===== config.mk =====
export PLATFORM = sky130hd
export DESIGN_NAME = pc_seq_ctrl
export DESIGN_NICKNAME = d
export VERILOG_FILES = /design/src/rtl/pc_seq_ctrl.sv
export SDC_FILE = /design/constraint.sdc
export NUM_CORES = 1
export LEC_CHECK = 0
export BUFFER_PORTS_ARGS = -buffer_cell sky130_fd_sc_hd__buf_2
export CAP_MARGIN = 20
export CORE_MARGIN = 2
export CORE_UTILIZATION = 35
export CTS_BUF_LIST = sky130_fd_sc_hd__clkbuf_8
export DETAILED_ROUTE_END_ITERATION = 6
export GPL_ROUTABILITY_DRIVEN = 1
export HOLD_SLACK_MARGIN = 0.08
export SYNTH_ARGS = -nofsm -noshare
export SYNTH_HDL_FRONTEND = slang
export SYNTH_SLANG_ARGS = --single-unit

===== constraint.sdc =====
create_clock -name cpu_clk -period 2.16 [get_ports cpu_clk]
set_input_delay 0.108 -clock cpu_clk [delete_from_list [all_inputs] [get_ports cpu_clk]]
set_output_delay 0.108 -clock cpu_clk [all_outputs]
set_load 0.02 [all_outputs]

===== src/rtl/pc_seq_ctrl.sv =====
// pc_seq_ctrl: fetch sequencer owning the PC; arbitrates EX redirects, load-use stalls and imem waits, drives pipeline flush/stall and perf counters.
// Ports: cpu_clk/cpu_rst clock and sync active-high reset; ex_valid/ex_jump_type/ex_br EX-stage control flow;
//   hz_stall load-use stall; imem_ready fetch handshake; npc next-PC unit result; npc_op/npc_br next-PC unit controls;
//   pc fetch PC; imem_req fetch request; if_valid good-path fetch; stall_ifid/flush_ifid/flush_idex pipeline controls;
//   redir_cnt/stall_cnt saturating performance counters.
module pc_seq_ctrl #(
  parameter logic [31:0] RESET_PC = 32'h0000_0000,
  parameter int CNT_W = 16
) (
  input  logic             cpu_clk,
  input  logic             cpu_rst,
  input  logic             ex_valid,
  input  logic [1:0]       ex_jump_type,
  input  logic             ex_br,
  input  logic             hz_stall,
  input  logic             imem_ready,
  input  logic [31:0]      npc,
  output logic [1:0]       npc_op,
  output logic             npc_br,
  output logic [31:0]      pc,
  output logic             imem_req,
  output logic             if_valid,
  output logic             stall_ifid,
  output logic             flush_ifid,
  output logic             flush_idex,
  output logic [CNT_W-1:0] redir_cnt,
  output logic [CNT_W-1:0] stall_cnt
);
  typedef enum logic [1:0] {BOOT, RUN, WAIT_MEM, REDIR_PEND} state_t;
  state_t state;
  logic [31:0] pend_target;
  logic redirect, act, rw, pend, stall;
  always_comb begin
    redirect = ex_valid & (ex_jump_type[0] | (ex_jump_type == 2'b10 & ex_br));
    act = ~cpu_rst;
    rw = act & (state == RUN | state == WAIT_MEM);
    pend = act & state == REDIR_PEND;
    stall = rw & ~redirect & hz_stall;
    npc_op = (act & redirect) ? ex_jump_type : 2'b00;
    npc_br = act & redirect & ex_br;
    imem_req = rw | pend;
    if_valid = rw & ~redirect & ~hz_stall & imem_ready;
    stall_ifid = stall;
    flush_ifid = (rw & redirect) | pend;
    flush_idex = rw & (redirect | hz_stall);
  end
  always_ff @(posedge cpu_clk) begin
    if (cpu_rst) begin
      pc <= RESET_PC;
      state <= BOOT;
      pend_target <= '0;
      redir_cnt <= '0;
      stall_cnt <= '0;
    end else begin
      if (state != BOOT && redirect && !(&redir_cnt)) redir_cnt <= redir_cnt + 1'b1;
      if (stall && !(&stall_cnt)) stall_cnt <= stall_cnt + 1'b1;
      case (state)
        BOOT: state <= RUN;
        RUN, WAIT_MEM: begin
          if (redirect) begin
            if (imem_ready) begin
              pc <= npc;
              state <= RUN;
            end else begin
              pend_target <= npc;
              state <= REDIR_PEND;
            end
          end else if (!hz_stall) begin
            if (imem_ready) begin
              pc <= npc;
              state <= RUN;
            end else state <= WAIT_MEM;
          end
        end
        default: begin
          // a late redirect supersedes the parked target, even on the drain cycle
          if (imem_ready) begin
            pc <= redirect ? npc : pend_target;
            state <= RUN;
          end else if (redirect) pend_target <= npc;
        end
      endcase
    end
  end
endmodule


==> results.md <==
* Reg2Reg Depth at 7
* Worst-path cell chain: inv_1 -> ha_1 -> nand3b_1 -> a21oi_2 -> buf_2
* Worst clock skew at 0.0112 ns
* Number of buffers added by the clock tree synthesis step at 9
* Worst slack on hold paths at 0.220 ns
* Number of clock sinks at 98
* Router iterations before antenna repair at 4
* Sum of net half-perimeters after detailed placement at 7.52 mm
* Maximum number of pins on one net before global-route repair at 63
* Post-layout minimum cycle time at 1.99 ns
* Arrival time of the worst setup path at 1.89 ns
* End of the worst register-to-register path: stall_cnt[15]
* Standard-cell rows at 40
* Crit. Startpoint: state[0]
* Number of top-level design ports at 112
* Detailed-route via count at 4072
* Remaining design rule violation count at 0
* CTS tree: done
* Starting density of the core at 0.358
* Reg2reg start: state[0]
* Number of levels the H-tree was split into at 3
* Maximum ir drop on the vdd rail at 0.262 mV
* Share of synthesized flip-flops with an asynchronous set or reset at 0
* Worst stage delay on the critical path at 0.42 ns
* Startpoint Class: register
* Post-synth EDFFs at 0
* Count of filler cells inserted in the layout at 1174
* Register clock-pin slew on the reported worst setup and hold paths at 0.08 ns
* Slew margin rel. at 0.568
* Height of the die at 115 µm
* Hold_sp: hz_stall
* Fraction of layout cells with a size suffix above 1 at 0.234
* Area leader, netlist: sky130_fd_sc_hd__dfxtp_1
* Critical path capture point type: output port
* Die Width at 115 µm
* Antenna Diode Count at 0
* Slowest library cell on the worst path: sky130_fd_sc_hd__ha_1
* Top post-synthesis cells by area: sky130_fd_sc_hd__dfxtp_1 46%, sky130_fd_sc_hd__nand2_1 6.5%, sky130_fd_sc_hd__nor2_1 6.1%
* Status: finished clean
* IO Port Bufs at 111
* HP Class: in -> reg
* Final hold violations at 0
* Yosys warning total at 0
* CP Class: reg -> out
* Register area share after synthesis at 0.458
* Hold path depth at 3
* Power density of the placed cells at 709 mW/mm²
* Mean number of vias per cell at 5.16
* Mapped Nets at 550
* Standby leakage power at 2.28 nW
* Dominant cell by count in the synthesized netlist: sky130_fd_sc_hd__dfxtp_1
* Maximum Capacitance Violations at 0
* Crit path buffers/inverters at 2
* Number of distinct standard cells referenced by the synthesized netlist at 46
* RePlAce Congestion at 0.869
* Area Overhead vs Synth at 28.3%
* Slew @ Worst Pin at 0.648 ns
* Tot GR Track Use at 0.178
* Peak fanout along the critical path at 9
* Total core area at 0.0120 mm²
* Setup violation total in the final timing report at 0
* Antenna-violating nets left at 0
* Post-route total power at 3.90 mW
* Iteration-0 DRC count of the detailed router at 334
* Gate family responsible for the most delay along the worst path: adder cells
* Later-pin clock latency in the skew report at 0.37 ns
* Most frequent cells after synthesis: 98 x sky130_fd_sc_hd__dfxtp_1, 74 x sky130_fd_sc_hd__nand2_1, 70 x sky130_fd_sc_hd__nor2_1, 37 x sky130_fd_sc_hd__a21oi_1, 33 x sky130_fd_sc_hd__a211oi_1
* Max Slew Vio Count at 0
* Buffers from clock root to sink, at most at 2
* R2r setup slk at 0.24 ns
* Storage cell area at 0.00196 mm²
* Part of the cycle the worst path needs at 0.923
* Number of instances in the synthesized netlist at 506
* Highest clock frequency the design can meet at 501 MHz
* Mean cell area of the mapped netlist at 8.47 µm²
* Proportion of netlist area held by the largest area contributor at 0.458
* Register bit total from synthesis at 98
* WL per Instance at 14.8 µm
* Global-route wire length before repair at 18.6 mm
* Core utilization of the finished layout at 0.460
* Buffer cell driving the clock tree root: sky130_fd_sc_hd__clkbuf_8
* RSZ-0062 raised after global routing: no
* Vias in the first global route at 3829
* Combined area of the multi-input logic cells at 0.00213 mm²
* Number of instances resized during post-cts repair at 0
* Cell area after synthesis at 0.00429 mm²
* Final sum of negative setup slack at 0 ns
* Layout net count at 681
* Main flop type after synthesis: sky130_fd_sc_hd__dfxtp_1
* Required time of the critical path at 2.05 ns
* Number of antenna violations at the first check in global routing at 0
* Floorplan die area at 0.0131 mm²
* Overflow left after global routing at 0
* Post-CTS setup-driven buffer insertion count at 0
* Total Wirelength at 11.7 mm
* Destination of the worst hold path: state[0]
## tightest hold or removal path, cell delays in order
cell	delay, ns
sky130_fd_sc_hd__buf_2	0.13
sky130_fd_sc_hd__nor2_1	0.18
sky130_fd_sc_hd__a311oi_1	0.12
## sequential cells by signal, indices dropped and copies added, names as in the netlist
signal / cells
state: 2
pend_target: 32
pc: 32
stall_cnt: 16
redir_cnt: 16
## repair_timing
| item | in CTS | in global routing |
|---|---|---|
| endpoints found under the hold margin | 44 | 0 |
| endpoints found under the setup margin | 0 | 0 |
| hold buffers | 33 | 0 |
## area by class of cell
class | count | area share
clock buffers | 10 | 0.0250
clock inverters | 6 | 0.0105
inverters | 6 | 0.00409
multi-input cells | 366 | 0.388
flip-flops and latches | 98 | 0.357
well taps | 147 | 0.0334
repair buffers | 156 | 0.182
## cells in the final DEF (no fill, tap or decap), types with 2 or more instances in the layout
master	count
sky130_fd_sc_hd__nor3b_1	3
sky130_fd_sc_hd__nand3b_1	3
sky130_fd_sc_hd__a211oi_1	33
sky130_fd_sc_hd__inv_1	7
sky130_fd_sc_hd__dfxtp_1	98
sky130_fd_sc_hd__dlygate4sd3_1	33
sky130_fd_sc_hd__and4b_1	4
sky130_fd_sc_hd__ha_1	4
sky130_fd_sc_hd__nand4_1	11
sky130_fd_sc_hd__and4_1	5
sky130_fd_sc_hd__buf_12	2
sky130_fd_sc_hd__a21oi_1	37
sky130_fd_sc_hd__nor2_1	69
sky130_fd_sc_hd__nor3_4	2
sky130_fd_sc_hd__mux2i_1	3
sky130_fd_sc_hd__nor3_1	5
sky130_fd_sc_hd__buf_2	110
sky130_fd_sc_hd__nor2b_1	3
sky130_fd_sc_hd__nand3_1	6
sky130_fd_sc_hd__o21ai_0	2
sky130_fd_sc_hd__o211ai_1	7
sky130_fd_sc_hd__xnor2_1	6
sky130_fd_sc_hd__o22ai_1	32
sky130_fd_sc_hd__clkinv_2	3
sky130_fd_sc_hd__buf_4	11
sky130_fd_sc_hd__nand4b_1	3
sky130_fd_sc_hd__and3_1	14
sky130_fd_sc_hd__clkbuf_8	10
sky130_fd_sc_hd__a31oi_1	2
sky130_fd_sc_hd__xor2_1	18
sky130_fd_sc_hd__nand2_1	74
sky130_fd_sc_hd__and2_1	3
## layer usage
metal,track usage,wire length [µm]
met1,0.232,5590
met2,0.291,5340
met3,0.0360,562
met4,0.0650,175
met5,0,0
## cell families (layout without fill, tap and decap cells)
| logic type | after synthesis | after routing | share of synthesized area |
|---|---|---|---|
| adder cells (fa/ha/maj) | 4 | 4 | 0.0117 |
| AND/OR/NAND/NOR | 214 | 214 | 0.241 |
| flip-flops | 98 | 98 | 0.458 |
| AO/OA/AOI/OAI | 120 | 120 | 0.182 |
| buffers and inverters | 42 | 178 | 0.0482 |
| XOR/XNOR | 24 | 24 | 0.0490 |
| multiplexers | 4 | 4 | 0.00963 |
## worst max-delay path by stage
stage / endpoint / slack, ns / cells after the start
global route: stall_ifid / 0.01 / 5
global placement: stall_cnt[15] / 0.35 / 7
finish: stall_ifid / 0.17 / 5
detailed placement: stall_cnt[15] / 0.25 / 7
CTS: stall_ifid / 0.15 / 5
floorplan: stall_cnt[15] / 0.24 / 8
## metrics by stage
stage / area [µm²] / setup slack (ns) / std cells
after floorplan: 4290 / 0.244 / 506
after global placement: 4970 / 0.352 / 740
after detailed placement: 4970 / 0.247 / 740
after CTS: 5500 / 0.146 / 789
after global routing: 5500 / 0.0148 / 789
final: 5500 / 0.166 / 789
## where the power goes
| part | switching (mW) | leakage [nW] | total, mW | internal, mW |
|---|---|---|---|---|
| Combinational | 0.462 | 1.38 | 0.763 | 0.301 |
| Clock | 0.632 | 0.107 | 1.19 | 0.559 |
| Sequential | 0.0498 | 0.797 | 1.95 | 1.90 |
| Total | 1.14 | 2.28 | 3.90 | 2.76 |
Note: power is estimated with default switching activity, not from simulation.
